**src/rtl/regfile_2w2r.sv**
```systemverilog
// regfile_2w2r
//   Parametrised register file for the processor datapath, sitting between
//   decode/issue and ALU/writeback. It has two synchronous read ports with
//   write-first bypass, two write ports where port B has priority, a per-register
//   busy scoreboard for issue-time hazard detection, and an optional hardwired-zero
//   register 0.
//
// Parameters
//   WIDTH    data width of each register
//   DEPTH    number of registers (power of two, >= 2)
//   AW       address width, derived from DEPTH; do not override
//   ZERO_REG 1 = register 0 reads as 0 and ignores writes and reservations
//
// Ports
//   CLK            clock; all state updates on the rising edge
//   RESET_N        synchronous reset, active-low
//   RD_EN, SA, SB  read request and the two read addresses
//   DataA, DataB   registered read data (valid when RD_VALID=1, held otherwise)
//   BUSY_A, BUSY_B registered scoreboard bit of SA / SB at read time
//   RD_VALID       one-cycle pulse following each accepted read
//   LD_A, DR_A, D_IN_A  write port A (primary writeback)
//   LD_B, DR_B, D_IN_B  write port B (secondary writeback, wins collisions)
//   RSV, RSV_DR    reserve: mark RSV_DR busy (newer pending write)
//   BUSY_VEC       current scoreboard, bit i = register i busy

module regfile_2w2r #(
   parameter int unsigned WIDTH    = 8,
   parameter int unsigned DEPTH    = 8,
   parameter int unsigned AW       = $clog2(DEPTH),
   parameter int unsigned ZERO_REG = 0
) (
   input  logic             CLK,
   input  logic             RESET_N,
   // read side
   input  logic             RD_EN,
   input  logic [AW-1:0]    SA,
   input  logic [AW-1:0]    SB,
   output logic [WIDTH-1:0] DataA,
   output logic [WIDTH-1:0] DataB,
   output logic             BUSY_A,
   output logic             BUSY_B,
   output logic             RD_VALID,
   // write port A
   input  logic             LD_A,
   input  logic [AW-1:0]    DR_A,
   input  logic [WIDTH-1:0] D_IN_A,
   // write port B
   input  logic             LD_B,
   input  logic [AW-1:0]    DR_B,
   input  logic [WIDTH-1:0] D_IN_B,
   // scoreboard
   input  logic             RSV,
   input  logic [AW-1:0]    RSV_DR,
   output logic [DEPTH-1:0] BUSY_VEC
);

   localparam bit HAS_ZERO = (ZERO_REG != 0);

   logic [WIDTH-1:0] regs_q [DEPTH];
   logic [WIDTH-1:0] regs_d [DEPTH];
   logic [DEPTH-1:0] busy_q;
   logic [DEPTH-1:0] busy_d;

   // one-hot per-register request decode
   logic [DEPTH-1:0] hit_a;
   logic [DEPTH-1:0] hit_b;
   logic [DEPTH-1:0] hit_rsv;

   always_comb begin : decode
      hit_a   = '0;
      hit_b   = '0;
      hit_rsv = '0;
      for (int unsigned i = 0; i < DEPTH; i++) begin
         hit_a[i]   = LD_A && (DR_A   == AW'(i));
         hit_b[i]   = LD_B && (DR_B   == AW'(i));
         hit_rsv[i] = RSV  && (RSV_DR == AW'(i));
      end
      // hardwired zero: register 0 is invisible to every request
      if (HAS_ZERO) begin
         hit_a[0]   = 1'b0;
         hit_b[0]   = 1'b0;
         hit_rsv[0] = 1'b0;
      end
   end

   // Next state of every register doubles as the write-first bypass source:
   // reading regs_d/busy_d at SA/SB yields exactly what the array will hold
   // after this edge, so the read path needs no separate forwarding compare.
   always_comb begin : next_state
      busy_d = '0;
      for (int unsigned i = 0; i < DEPTH; i++) begin
         regs_d[i] = hit_b[i] ? D_IN_B : (hit_a[i] ? D_IN_A : regs_q[i]);
         // a reservation in the same cycle is a newer pending write, so it
         // overrides the clear from a completing write
         busy_d[i] = hit_rsv[i] | (busy_q[i] & ~(hit_a[i] | hit_b[i]));
      end
      if (HAS_ZERO) begin
         regs_d[0] = '0;
         busy_d[0] = 1'b0;
      end
   end

   always_ff @(posedge CLK) begin
      if (!RESET_N) begin
         for (int unsigned i = 0; i < DEPTH; i++) begin
            regs_q[i] <= '0;
         end
         busy_q   <= '0;
         DataA    <= '0;
         DataB    <= '0;
         BUSY_A   <= 1'b0;
         BUSY_B   <= 1'b0;
         RD_VALID <= 1'b0;
      end else begin
         for (int unsigned i = 0; i < DEPTH; i++) begin
            regs_q[i] <= regs_d[i];
         end
         busy_q   <= busy_d;
         RD_VALID <= RD_EN;
         if (RD_EN) begin
            DataA  <= regs_d[SA];
            DataB  <= regs_d[SB];
            BUSY_A <= busy_d[SA];
            BUSY_B <= busy_d[SB];
         end
      end
   end

   assign BUSY_VEC = busy_q;

endmodule
```
**config.mk**
```make
export PLATFORM = sky130hd
export DESIGN_NAME = regfile_2w2r
export DESIGN_NICKNAME = d
export VERILOG_FILES = /design/src/rtl/regfile_2w2r.sv
export SDC_FILE = /design/constraint.sdc
export NUM_CORES = 1
export LEC_CHECK = 0
export ABC_AREA = 1
export CELL_PAD_IN_SITES_DETAIL_PLACEMENT = 0
export CELL_PAD_IN_SITES_GLOBAL_PLACEMENT = 2
export CORE_MARGIN = 3
export CORE_UTILIZATION = 33
export DETAILED_ROUTE_END_ITERATION = 16
export PLACE_DENSITY_LB_ADDON = 0.05
export SETUP_SLACK_MARGIN = 0.1
export SYNTH_ARGS = -nofsm -noshare
export SYNTH_HDL_FRONTEND = slang
export SYNTH_SLANG_ARGS = --single-unit
```
**constraint.sdc**
```tcl
create_clock -name CLK -period 2.1 [get_ports CLK]
set_input_delay 0.42 -clock CLK [delete_from_list [all_inputs] [get_ports CLK]]
set_output_delay 0.42 -clock CLK [all_outputs]
set_load 0.02 [all_outputs]
```
### After elaboration in Yosys (flattened, before gate mapping)

Memories as Yosys holds them, arrays and structs flattened.
Cells that the tools add are included.

| word-level totals | value |
|---|---|
| register bits | 27 |
| latch bits | 0 |
| bits in writable memories | 64 |
| memory bits (read-only) | 0 |
| bits of input ports | 37 |
| output and inout bits | 27 |
| word-level logic and storage cells | 137 |
| memories kept | 1 |

| cells by class | value |
|---|---|
| $add $sub $neg | 0 |
| $mul | 0 |
| divide/modulo/power cells | 0 |
| order comparisons | 4 |
| equality and inequality tests | 21 |
| shift operators | 0 |
| multiplexer cells | 36 |
| bitwise operators | 42 |
| reductions and logical operators | 27 |

Memory list:

| memory | depth | width | read ports | clocked after memory_dff | wr ports | RTL line | text |
|---|---|---|---|---|---|---|---|
| regs_q | 8 | 8 | 8 | 0 | 8 | 59 | `logic [WIDTH-1:0] regs_q [DEPTH];` |

Operator list:

| cell | number |
|---|---|
| two-way mux 8 bit | 28 |
| binary-select mux 8 bit (select 3 bit) | 2 |
| equality test 3 bit, second input constant | 12 |
| logical AND 1 bit | 24 |
| OR 1 bit | 24 |
| equality test 3 x 2 -> 1 bit, second input constant | 6 |
| equality test 3 x 1 -> 1 bit, second input constant | 3 |
| logical NOT 3 bit | 3 |
| bitwise AND 1 bit | 8 |
| greater-or-equal comparator 4 bit, second input constant | 2 |
| less-than comparator 3 x 4 -> 1 bit, second input constant | 2 |
| inverter 1 bit | 8 |
| inverter 3 -> 4 bit | 2 |
| binary-select mux 1 bit (select 3 bit) | 2 |
| two-way mux 1 bit | 4 |

### Longest topological paths before layout

| logic depth | value |
|---|---|
| word-level depth | 8 |
| gate-level depth with buffers | 12 |
| gate-level depth less buffers | 11 |

### Worst setup path before layout

No wires, ideal clock.

| path | value |
|---|---|
| kind | input port to flip-flop |
| start point | input port DR_A[1] |
| end point | register DataB[3] |
| setup time | 136 ps |
| data arrival time | 1418 ps |
| data required time | 1964 ps |
| path slack | 546 ps |
| cell stages on the path | 9 |
| path buffers | 1 |
| path through | nor2_2 > buf_4 > nand3_1 > nand3_1 > nand3_1 > nand3_1 > nand3_1 > nand2_1 > a21oi_2 |

| between the ends | value |
|---|---|
| cells in the longest elaborated chain, start to end | 7 |
| elaborated cells between the ends (all ways) | 35 |
| classes of those cells | 7 x eq/ne; 19 x mux; 9 x reduce/logical |

RTL lines:

| what | RTL line | text |
|---|---|---|
| start: declaration | 45 | `input logic [AW-1:0] DR_A,` |
| equality test 3 bit (tied with other cells) | 74 | `hit_a[i] = LD_A && (DR_A == AW'(i));` |
| logical AND 1 bit | 74 |  |
| two-way mux 8 bit (2 in series) | 92 | `regs_d[i] = hit_b[i] ? D_IN_B : (hit_a[i] ? D_IN_A : regs_q[i]);` |
| binary-select mux 8 bit (select 3 bit) * | 122 | `DataB <= regs_d[SB];` |
| two-way mux 8 bit (implied by the code) * (2 in series) | 122 |  |
| end signal: assignment | 122 |  |
| end: declaration | 39 | `output logic [WIDTH-1:0] DataB,` |

Every way passes the cells marked *; elsewhere a longest branch is shown, timed or not. The select of a mux whose other input is x is not followed.
A chain may end at the register's enable or synchronous reset.

### Worst setup path in the final report

| path | value |
|---|---|
| start point | input port DR_B[0] |
| end point | register DataA[3] |

| between the ends | value |
|---|---|
| cells in the longest elaborated chain, start to end | 6 |
| elaborated cells between the ends (all ways) | 27 |
| classes of those cells | 7 x eq/ne; 11 x mux; 9 x reduce/logical |

RTL lines:

| what | RTL line | text |
|---|---|---|
| start: declaration | 49 | `input logic [AW-1:0] DR_B,` |
| equality test 3 bit (tied with other cells) | 75 | `hit_b[i] = LD_B && (DR_B == AW'(i));` |
| logical AND 1 bit | 75 |  |
| two-way mux 8 bit | 92 |  |
| binary-select mux 8 bit (select 3 bit) * | 121 | `DataA <= regs_d[SA];` |
| two-way mux 8 bit (implied by the code) * (2 in series) | 121 |  |
| end signal: assignment | 121 |  |
| end: declaration | 38 | `output logic [WIDTH-1:0] DataA,` |

Marked as above.

==> metrics <==
part of the power in combinational logic=27.3%; power density cells=583 nW/um^2; pin count of the biggest net entering global routing=53; Period minus WS final=between 1500 and 2000 ps; TritonCTS clock tree=built; Yosys warnings=0; number of detailed-routing iterations run before antenna repair=6; area enclosed by the die boundary=about 19,000 um^2; Synth Register Bits=91; diodes inserted=0; met3 GRT Util=under 10%; count of final hold-check violations=0; number of nets produced by synthesis=~970; share of final-layout standard cells stronger than drive strength 1=a little under a quarter; Final TNS setup=0 ps; depth of the worst register-to-register path=8; clock latency on the worst-skew pair=approximately 360 ps; number of port buffers=63; global route overflow=0; sink count of the clock tree=91; Routed wire per std cell=slightly above 20 um; most frequent standard cell in the layout excluding fill and tap cells=sky130_fd_sc_hd__nand3_1; share of the core filled with cells=between 50% and 60%; Post-DP HPWL=20.3 mm; master cell of the clock root buffer=sky130_fd_sc_hd__clkbuf_16; post-detailed-routing wire length=28.2 mm; achievable frequency=slightly above 0.5 GHz; Die H=138 um; placeable core region=between 15,000 and 20,000 um^2; max-slew violation count=0; vias in the first global route=approximately 7,200; Global Route met1 Usage=about 40%; number of core rows=47; MaxCap Viol Count=0; worst flop-to-flop path startpoint=regs_q[1][2]; type of the worst setup path=primary input to register; P_leak=between 4 and 5 nW; crit-path max cell delay=roughly 450 ps; antenna violation net count after detailed routing=0; kind of start point of the critical path=primary input; clock-pin slew of the registers on the worst-case setup and hold paths=about 70 ps; clock share of power=between 30% and 40%; Critical Path Slowest Stage Cell=sky130_fd_sc_hd__clkdlybuf4s50_1; mean post-synth cell area=a little over 6 um^2; sequence of cells on the critical path=clkdlybuf4s50_1 > buf_4 > nor2_1 > buf_4 > nand2_2 > buf_4 > nand3_1 > nand3_1 > nand3_1 > nand3_2 > nand2_1 > a21oi_2; number of antenna violations at the first check in global routing=0; share of the clock period used by the worst path=a little over nine tenths; Syn Inst Count=about 940; number of top-level design ports=64; net switching component of the power=about 1.6 mW; Flop pwr share=~38%; Worst slew margin=72.5%; Mapped Area=~5700 um^2; R2R Setup Slk=~920 ps; Crit path arrival time=roughly 2200 ps; Starting Density=approximately 34%; number of vias in the routed layout=roughly 7,700; switching share of power=32.2%; maximum root-to-sink buffer count=2; met2 track demand over resource in global routing=a little under half; number of endpoints failing setup at the final stage=0; Peak supply drop=roughly 0.38 mV; instance count along the most critical hold path=2; Internal Power=3.37 mW; start point of the worst min-delay path=DataB[0]; first-pass GRT wire length=between 40 and 50 mm; unrepaired setup endpoints after global routing=true; Die X=about 140 um; maximum net fanout on the critical path=7; placer congestion estimate=slightly above 1; Worst Clk Skew=around 8.4 ps; sequential cell area fraction in the yosys report=31.9%; count of different cell masters after synthesis=18; classification of the worst-slack hold path=register to register; status=complete, no violations; total routing resource utilization after global routing=between 20% and 30%; detail-routed via count per cell=between 5 and 6; capturing element type of the critical path=register; synthesis-to-layout area growth=48.9%; layer with the highest usage=met2; count of nets after finishing=between 1,000 and 1,500; H-Tree Depth=3; number of remaining DRC errors=0; endpoint of the worst-slack reg-to-reg timing path=DataA[2]; commonest non-fill, non-tap cells in the layout=sky130_fd_sc_hd__nand3_1, sky130_fd_sc_hd__nand2_1, sky130_fd_sc_hd__buf_4; Worst Max-Slew Pin Slew=~400 ps; Hold Path Sink=DataB[0]; endpoint required time on the critical path=between 2000 and 2500 ps; number of buffers inserted during clock tree synthesis=9; Starting DRT DRC Count=slightly below 900
-- synthesized netlist by cell type --
cell	number	share of area (%)
sky130_fd_sc_hd__nand3_1	354	31
sky130_fd_sc_hd__nand2_1	202	13
sky130_fd_sc_hd__inv_1	93	6.1
sky130_fd_sc_hd__dfxtp_1	91	32
sky130_fd_sc_hd__a21oi_1	73	6.4
sky130_fd_sc_hd__buf_2	25	2.2
sky130_fd_sc_hd__clkbuf_1	21	1.4
sky130_fd_sc_hd__o21ai_0	18	1.6
sky130_fd_sc_hd__a21oi_2	16	2.5
sky130_fd_sc_hd__nor2_1	14	0.92
sky130_fd_sc_hd__nand2_2	10	1.1
sky130_fd_sc_hd__clkinv_1	6	0.39
sky130_fd_sc_hd__inv_2	5	0.33
sky130_fd_sc_hd__nor2_2	3	0.33
sky130_fd_sc_hd__buf_4	2	0.26
sky130_fd_sc_hd__buf_1	1	0.066
sky130_fd_sc_hd__nand3_2	1	0.18
sky130_fd_sc_hd__nor2_4	1	0.20
-- power groups by stage --
stage	sequential (mW)	combinational, mW	clock (mW)
final	1.86	1.36	1.75
after global routing	1.87	1.46	1.85
after CTS	1.86	1.30	1.77
after detailed placement	1.90	1.30	0
after global placement	1.90	1.28	0
after floorplan	1.93	0.614	0
-- kinds of logic after synthesis --
logic type	synth area share, %
AO/OA/AOI/OAI	10.4
buffers and inverters	10.7
flip-flops	31.9
AND/OR/NAND/NOR	47.0
-- sequential cells by signal (all words and copies together) (netlist names) --
signal,count
DataA,8
DataB,8
BUSY_VEC,8
regs_q,64
RD_VALID,1
BUSY_A,1
BUSY_B,1
-- how the worst max path moves through the flow --
stage / from / endpoint / slack, ps / cells past startpoint
2_1_floorplan: DR_A[1] / DataB[3] / 550 / 9
3_3_place_gp: DR_A[1] / DataA[3] / -300 / 11
3_5_place_dp: DR_B[0] / DataA[3] / -320 / 13
4_1_cts: DR_A[2] / DataB[5] / 100 / 12
5_1_grt: DR_A[2] / DataB[0] / 70 / 12
6_report: DR_B[0] / DataA[3] / 120 / 12
-- metrics by stage --
step	power, mW	hold WS [ps]	std cells	area (um^2)	worst slack, ps
floorplan	2.54	554	936	5720	546
global placement	3.18	520	1355	8000	-299
detailed placement	3.19	530	1355	8000	-324
CTS	4.93	548	1371	8330	102
global route	5.17	584	1372	8510	68.3
finish	4.96	546	1372	8510	116
-- layer usage --
layer	routed length (um)	part of all wire (%)	up-vias
met1	11800	42	3624
li1	-	-	3570
met4	1300	4.6	0
met3	2300	8.2	90
met5	0	0	-
met2	12700	45	405
-- worst max-delay path, delay by kind of cell --
| family | cells | cell delay, ps |
|---|---|---|
| AO/OA/AOI/OAI | 1 | 50 |
| buffers and inverters | 4 | 930 |
| AND/OR/NAND/NOR | 7 | 830 |
-- repair_timing --
item / 4_1_cts / 5_1_grt
hold buffers: 0 / 0
setup buffers: 0 / 1
pin swaps: 1 / 1
resized for setup: 7 / 41
endpoints found under the setup margin: 6 / 18
-- layout make-up --
class                           instances  area, um^2
Multi-Input combinational cell        692        3450
Inverter                              104         395
Tap cell                              220         275
Clock inverter                          4        48.8
Fill cell                            1736        8250
Timing Repair Buffer                  249        2270
Clock buffer                           12         256
Sequential cell                        91        1820
Power figures use the tool's default switching activity.
